--- src/rtl/spi_pkg.sv ---
// Shared definitions for the SPI master: FSM state codes, SPI mode encodings
// and default parameter values.
package spi_pkg;

  typedef logic [2:0] state_t;

  localparam state_t ST_IDLE  = 3'd0;
  localparam state_t ST_LEAD  = 3'd1;
  localparam state_t ST_XFER  = 3'd2;
  localparam state_t ST_TRAIL = 3'd3;
  localparam state_t ST_DONE  = 3'd4;

  // {cpol, cpha}
  localparam logic [1:0] MODE0 = 2'b00;
  localparam logic [1:0] MODE1 = 2'b01;
  localparam logic [1:0] MODE2 = 2'b10;
  localparam logic [1:0] MODE3 = 2'b11;

  localparam int DEF_DATA_W = 8;
  localparam int DEF_NUM_SS = 4;
  localparam int DEF_DIV_W  = 8;

  function automatic logic [1:0] spi_mode(input logic cpol, input logic cpha);
    return {cpol, cpha};
  endfunction

endpackage

--- src/rtl/spi_clkgen.sv ---
// Half-period timer for the SPI master: emits a one-cycle tick every
// clk_div+1 cycles while enabled; restarts from zero when a transfer is accepted.
module spi_clkgen
  import spi_pkg::*;
#(
  parameter int DIV_W = DEF_DIV_W
) (
  input  logic             clk,
  input  logic             rst,
  input  logic             clr,
  input  logic             en,
  input  logic [DIV_W-1:0] clk_div,
  output logic             tick
);

  logic [DIV_W-1:0] cnt_q;
  logic [DIV_W-1:0] cnt_d;

  always_comb begin
    cnt_d = cnt_q;
    if (clr) begin
      cnt_d = '0;
    end else if (en) begin
      cnt_d = (cnt_q == clk_div) ? '0 : cnt_q + 1'b1;
    end
  end

  assign tick = en && (cnt_q == clk_div);

  always_ff @(posedge clk) begin
    if (rst) begin
      cnt_q <= '0;
    end else begin
      cnt_q <= cnt_d;
    end
  end

endmodule

--- src/rtl/spi_master.sv ---
// Parametrised SPI master: start/busy/done handshake, selectable slave,
// programmable SCK divider, all four CPOL/CPHA modes and either bit order.
//
//   state  | meaning
//   IDLE   | bus idle, ss_n high, sck at latched cpol, waiting for start
//   LEAD   | slave selected, first half-period before the first sck edge
//   XFER   | 2*DATA_W half-periods, sck toggling, shift/sample on edges
//   TRAIL  | sck back at cpol, slave still selected for one half-period
//   DONE   | one-cycle completion, rx_data valid, new start accepted
module spi_master
  import spi_pkg::*;
#(
  parameter int DATA_W = DEF_DATA_W,
  parameter int NUM_SS = DEF_NUM_SS,
  parameter int DIV_W  = DEF_DIV_W,
  parameter int SS_W   = (NUM_SS > 1) ? $clog2(NUM_SS) : 1
) (
  input  logic              clk,
  input  logic              rst,
  input  logic              start,
  input  logic              cpol,
  input  logic              cpha,
  input  logic              lsb_first,
  input  logic [DIV_W-1:0]  clk_div,
  input  logic [SS_W-1:0]   ss_sel,
  input  logic [DATA_W-1:0] tx_data,
  output logic [DATA_W-1:0] rx_data,
  output logic              busy,
  output logic              done,
  output logic              sck,
  output logic              mosi,
  input  logic              miso,
  output logic [NUM_SS-1:0] ss_n
);

  localparam int EDGE_W = $clog2(2 * DATA_W) + 1;
  localparam logic [EDGE_W-1:0] LAST_EDGE = EDGE_W'(2 * DATA_W);

  state_t              state_q,   state_d;
  logic                cpol_q,    cpol_d;
  logic                cpha_q,    cpha_d;
  logic                lsb_q,     lsb_d;
  logic [DIV_W-1:0]    div_q,     div_d;
  logic [DATA_W-1:0]   tx_sr_q,   tx_sr_d;
  logic [DATA_W-1:0]   rx_sr_q,   rx_sr_d;
  logic [EDGE_W-1:0]   edge_q,    edge_d;
  logic                sck_q,     sck_d;
  logic                mosi_q,    mosi_d;
  logic [NUM_SS-1:0]   ss_n_q,    ss_n_d;
  logic                busy_q,    busy_d;
  logic                done_q,    done_d;
  logic [DATA_W-1:0]   rx_data_q, rx_data_d;

  logic              tick;
  logic              accept;
  logic              shift;
  logic              sample;
  logic              lead_samples;
  logic [EDGE_W-1:0] edge_nxt;
  logic              ser_bit;
  logic [DATA_W-1:0] ser_next;

  function automatic logic [NUM_SS-1:0] ss_decode(input logic [SS_W-1:0] sel);
    logic [NUM_SS-1:0] v;
    v = '1;
    for (int i = 0; i < NUM_SS; i++) begin
      if (sel == SS_W'(i)) v[i] = 1'b0;
    end
    return v;
  endfunction

  spi_clkgen #(.DIV_W(DIV_W)) u_clkgen (
    .clk     (clk),
    .rst     (rst),
    .clr     (accept),
    .en      (busy_q),
    .clk_div (div_q),
    .tick    (tick)
  );

  // Modes 0 and 2 sample on odd edges and shift on even ones; 1 and 3 swap.
  assign lead_samples = spi_mode(cpol_q, cpha_q) inside {MODE0, MODE2};
  assign edge_nxt     = edge_q + 1'b1;
  assign ser_bit      = lsb_q ? tx_sr_q[0] : tx_sr_q[DATA_W-1];
  assign ser_next     = lsb_q ? (tx_sr_q >> 1) : (tx_sr_q << 1);

  always_comb begin
    state_d   = state_q;
    cpol_d    = cpol_q;
    cpha_d    = cpha_q;
    lsb_d     = lsb_q;
    div_d     = div_q;
    tx_sr_d   = tx_sr_q;
    rx_sr_d   = rx_sr_q;
    edge_d    = edge_q;
    sck_d     = sck_q;
    mosi_d    = mosi_q;
    ss_n_d    = ss_n_q;
    busy_d    = busy_q;
    done_d    = 1'b0;
    rx_data_d = rx_data_q;
    accept    = 1'b0;
    shift     = 1'b0;
    sample    = 1'b0;

    case (state_q)
      ST_IDLE, ST_DONE: begin
        state_d = ST_IDLE;
        busy_d  = 1'b0;
        ss_n_d  = '1;
        mosi_d  = 1'b0;
        sck_d   = cpol_q;
        if (start) begin
          accept  = 1'b1;
          cpol_d  = cpol;
          cpha_d  = cpha;
          lsb_d   = lsb_first;
          div_d   = clk_div;
          edge_d  = '0;
          sck_d   = cpol;
          busy_d  = 1'b1;
          ss_n_d  = ss_decode(ss_sel);
          state_d = ST_LEAD;
          if (cpha) begin
            tx_sr_d = tx_data;
          end else begin
            mosi_d  = lsb_first ? tx_data[0] : tx_data[DATA_W-1];
            tx_sr_d = lsb_first ? (tx_data >> 1) : (tx_data << 1);
          end
        end
      end

      ST_LEAD: begin
        if (tick) begin
          sck_d   = ~sck_q;
          edge_d  = {{(EDGE_W-1){1'b0}}, 1'b1};
          state_d = ST_XFER;
          sample  = lead_samples;
          shift   = ~lead_samples;
        end
      end

      ST_XFER: begin
        if (tick) begin
          if (edge_q == LAST_EDGE) begin
            state_d = ST_TRAIL;
          end else begin
            sck_d  = ~sck_q;
            edge_d = edge_nxt;
            if (edge_nxt[0]) begin
              sample = lead_samples;
              shift  = ~lead_samples;
            end else begin
              sample = ~lead_samples;
              shift  = lead_samples && (edge_nxt != LAST_EDGE);
            end
          end
        end
      end

      ST_TRAIL: begin
        if (tick) begin
          state_d   = ST_DONE;
          busy_d    = 1'b0;
          done_d    = 1'b1;
          ss_n_d    = '1;
          mosi_d    = 1'b0;
          rx_data_d = rx_sr_q;
        end
      end

      default: begin
        state_d = ST_IDLE;
        busy_d  = 1'b0;
        ss_n_d  = '1;
        mosi_d  = 1'b0;
      end
    endcase

    if (shift) begin
      mosi_d  = ser_bit;
      tx_sr_d = ser_next;
    end
    // Shift in from the end opposite to transmission so rx matches the slave word.
    if (sample) begin
      rx_sr_d = lsb_q ? {miso, rx_sr_q[DATA_W-1:1]} : {rx_sr_q[DATA_W-2:0], miso};
    end
  end

  always_ff @(posedge clk) begin
    if (rst) begin
      state_q   <= ST_IDLE;
      cpol_q    <= 1'b0;
      cpha_q    <= 1'b0;
      lsb_q     <= 1'b0;
      div_q     <= '0;
      tx_sr_q   <= '0;
      rx_sr_q   <= '0;
      edge_q    <= '0;
      sck_q     <= 1'b0;
      mosi_q    <= 1'b0;
      ss_n_q    <= '1;
      busy_q    <= 1'b0;
      done_q    <= 1'b0;
      rx_data_q <= '0;
    end else begin
      state_q   <= state_d;
      cpol_q    <= cpol_d;
      cpha_q    <= cpha_d;
      lsb_q     <= lsb_d;
      div_q     <= div_d;
      tx_sr_q   <= tx_sr_d;
      rx_sr_q   <= rx_sr_d;
      edge_q    <= edge_d;
      sck_q     <= sck_d;
      mosi_q    <= mosi_d;
      ss_n_q    <= ss_n_d;
      busy_q    <= busy_d;
      done_q    <= done_d;
      rx_data_q <= rx_data_d;
    end
  end

  assign rx_data = rx_data_q;
  assign busy    = busy_q;
  assign done    = done_q;
  assign sck     = sck_q;
  assign mosi    = mosi_q;
  assign ss_n    = ss_n_q;

endmodule
--- config.mk ---
export PLATFORM = sky130hd
export DESIGN_NAME = spi_master
export DESIGN_NICKNAME = d
export VERILOG_FILES = /design/src/rtl/spi_pkg.sv /design/src/rtl/spi_clkgen.sv /design/src/rtl/spi_master.sv
export SDC_FILE = /design/constraint.sdc
export NUM_CORES = 1
export LEC_CHECK = 0
export CORE_MARGIN = 2
export CORE_UTILIZATION = 55
export CTS_CLUSTER_DIAMETER = 40
export DETAILED_ROUTE_END_ITERATION = 10
export DONT_BUFFER_PORTS = 1
export PLACE_DENSITY = 0.71
export REMOVE_ABC_BUFFERS = 1
export SYNTH_ARGS = -nofsm -noshare
export SYNTH_HDL_FRONTEND = slang
export SYNTH_SLANG_ARGS = --single-unit
--- constraint.sdc ---
create_clock -name clk -period 2.39 [get_ports clk]
set_input_delay 0.5975 -clock clk [delete_from_list [all_inputs] [get_ports clk]]
set_output_delay 0.5975 -clock clk [all_outputs]
set_load 0.05 [all_outputs]
==> results.ini, run 1 <==
[outcome]
status = finished, final reports clean

[power]
p_leak_nw = 1.202
peakVddDrop_mv = 0.4445
fin_total_pwr_mw = 2.230
switching_share_pct = 25.69
p_comb_share_pct = 10.6
power_switching_mw = 0.5729
p_int_mw = 1.657
clockPowerShare_pct = 41.2
power_frac_seq_pct = 48.2
cellPowerDensity_mw_per_mm2 = 664.3

[worst_setup_path]
cp_data_required_time_ns = 2.67
crit_chain = ha_1 > and4b_1 > a41oi_2 > nand3_1 > a31oi_4 > mux2_2 > nor2_1
cp.depth = 7
r2r_cells = 7
slowest_stage = dfxtp_1
worstReg2RegStart = edge_q[1]
startpoint_type = flip-flop
rr_endpoint = tx_sr_q[0]
slowest_delay_ns = 0.38
path_class = reg -> reg
worst-path-buf-inv = 0
critPathArrivalTime_ns = 2.45
path_max_fanout = 7
cp_top_family = compound AO/OA/AOI/OAI gates
r2r_slack_ns = 0.22
crit_path_end_kind = flip-flop

[drt]
via_count = 2514
drtIter0Drc = 77
drcViolationCount = 0
ant_nets = 0
drt-pass1-iter-count = 4
wirelength_um = 6395
post_drt_wl_per_cell_um = 14.63
drt-vias-per-instance = 5.753

[grt]
antenna_found_initial = 0
grt_max_degree = 53
grt_pass1_vias = 2332
busiest_layer = met2
grt_pass1_wl_um = 10580
grt_util_met1_pct = 27.97
grt_overflow = 0
use_met3_pct = 6.322
grt_usage_pct = 21.75
grtUsageMet2_pct = 34.36

[sta]
slew_viol_final = 0
worst_pin_slew_ns = 0.5535
clock.fmax_mhz = 460.9
hold_viol = 0
setup_viol = 0
grt_setup_unrepaired = no
fin_crit_sh_pct = 90.79
fin_crit_ns = 2.170
slew_headroom_pct = 63.05
hold_slack_ns = 0.3263
setup_tns_ns = 0
fin_skew_ns = 0.008129

[die]
num_io_pins = 41
die_w_um = 78.52
die_y_um = 78.52
die_area_mm2 = 0.006165
rows = 27
start_util_pct = 56.15
core_region_area_mm2 = 0.005439

[layout]
fin_cells = 437
syn_to_final_growth_pct = 9.914
postLayoutCellArea_mm2 = 0.003357
final_cell_mix = dfxtp_1 (58), nor2_1 (45), nand2_1 (41)
fillers = 477
nNetsFinal = 390
n_antenna_cell = 0
layout_commonest_cell = dfxtp_1
drive_gt1_share_pct = 13.42

[synthesis]
avgSynthCellArea_um2 = 8.484
synth_top_area_share_pct = 38.67
synth_edf_count = 0
seq_area_frac_synth_pct = 38.67
ys_ff_latch = 59
synth_flop_cell = dfxtp_1
synth.top_cells.by_area = dfxtp_1 (39%), mux2i_1 (10%), a21oi_1 (5.9%)
yosys.area.top_type = dfxtp_1
synthesis.area_mm2 = 0.003054
yosysWarningCount = 0
synth_cell_types = 57
postSynth.asyncResetShare_pct = 0
syn_inst = 360

[place]
place_inst = 419
place_area_mm2 = 0.003113
dp_hpwl_um = 4241
place_congestion = 0.8071
portBuffers = 0

[clock_tree]
insertion_delay_ns = 0.34
clock-sinks = 59
cts_root_buf = clkbuf_8
clk_path_buf_depth = 2
tritoncts = built
cts_made_buffers = 9
h-tree-depth = 3
clk_pin_slew_ns = 0.07

[min_path]
hold_class = in -> reg
hold_path_end = rx_data[4]
min_path_cells = 1
hp-start = rst

[job]
cap_violations = 0

## worst max-delay path by stage
stage / from / end / slack (ns)
6_report: edge_q[1] / tx_sr_q[0] / 0.22
2_1_floorplan: edge_q[0] / tx_sr_q[0] / 0.22
4_1_cts: edge_q[0] / tx_sr_q[6] / 0.07
3_3_place_gp: edge_q[0] / tx_sr_q[0] / 0.16
5_1_grt: u_clkgen.cnt_q[0] / edge_q[2] / 0.03
3_5_place_dp: edge_q[0] / tx_sr_q[6] / 0.1
## final cells by class
| type | count | area [µm²] | share of cell area [%] |
|---|---|---|---|
| Inverter | 3 | 11.26 | 0.3354 |
| Sequential cell | 59 | 1182 | 35.22 |
| Timing Repair Buffer | 15 | 112.6 | 3.354 |
| Tap cell | 72 | 90.09 | 2.684 |
| Clock inverter | 4 | 50.05 | 1.491 |
| Multi-Input combinational cell | 273 | 1759 | 52.40 |
| Clock buffer | 11 | 151.4 | 4.510 |
## what timing repair did
item,in CTS,in global routing
hold buffers,0,0
setup endpoints to repair,0,8
gates resized for setup,0,3
buffers inserted,0,2
## cell usage after synthesis, types with 3 or more instances
| library cell | number |
|---|---|
| ha_1 | 4 |
| nand3b_1 | 5 |
| nand2_1 | 41 |
| nand2b_1 | 4 |
| o21ai_0 | 13 |
| buf_2 | 3 |
| nor3_1 | 6 |
| mux2i_1 | 31 |
| a211oi_1 | 12 |
| nand4_1 | 3 |
| inv_1 | 3 |
| a21oi_1 | 36 |
| nor2_1 | 45 |
| mux2_2 | 3 |
| clkbuf_1 | 17 |
| xnor2_1 | 3 |
| nand3_1 | 6 |
| xor2_1 | 13 |
| dfxtp_1 | 59 |
| nor2b_1 | 4 |
| o21bai_1 | 3 |
| nor4_1 | 3 |
## worst reg2reg max path, cell delays in order (launching register included)
cell and delay [ns]:
dfxtp_1 0.38, ha_1 0.25, and4b_1 0.25, a41oi_2 0.25, nand3_1 0.21, a31oi_4 0.34
mux2_2 0.37, nor2_1 0.07
## state kept, by name, indices dropped and copies added (netlist names)
register and cells:
u_clkgen.cnt_q 8, sck 1, state_q 3, div_q 8, done 1, tx_sr_q 8
rx_data 8, mosi 1, lsb_q 1, ss_n 4, cpha_q 1, cpol_q 1
busy 1, rx_sr_q 8, edge_q 5
## metal layers
metal  wire, µm  vias to the layer above
li1           -                     1272
met1       2946                     1180
met2       3037                       55
met3        330                        7
met4         80                        0
met5          0                        -
## stage by stage
step / setup slack, ns / util [%]
final: 0.2201 / 61.72
after global routing: 0.02753 / 61.72
after CTS: 0.07046 / 60.94
after detailed placement: 0.09659 / 57.23
after global placement: 0.1634 / 57.23
after floorplan: 0.2197 / -
## power groups by stage
stage          Combinational [mW]  Sequential [mW]  Clock (mW)
2_1_floorplan               0.168             1.10           0
3_3_place_gp                0.227             1.09           0
3_5_place_dp                0.232             1.10           0
4_1_cts                     0.234             1.07       0.934
5_1_grt                     0.268             1.08       0.973
6_report                    0.236             1.07       0.919
## kinds of logic (layout without fill, tap and decap cells)
family,Yosys count,after routing,synth area share [%]
DFF,59,59,38.67
adders and majority gates,4,4,1.639
buffers and inverters,29,33,4.588
AOI/OAI and AO/OA,78,79,16.47
xor gates and xnor gates,16,16,4.588
muxes,34,34,11.27
and+or+nand+nor,140,140,22.78
Power figures use the tool's default switching activity.
==> run 2: changes to the inputs <==
--- a/config.mk
+++ b/config.mk
@@ -10,6 +10,8 @@
 export CTS_CLUSTER_DIAMETER = 40
 export DETAILED_ROUTE_END_ITERATION = 10
 export DONT_BUFFER_PORTS = 1
+export GPL_ROUTABILITY_DRIVEN = 0
+export GPL_TIMING_DRIVEN = 1
 export PLACE_DENSITY = 0.71
 export REMOVE_ABC_BUFFERS = 1
 export SYNTH_ARGS = -nofsm -noshare
==> results of run 2 <==
Final layout, timing and power as in run 1 (identical DEF).
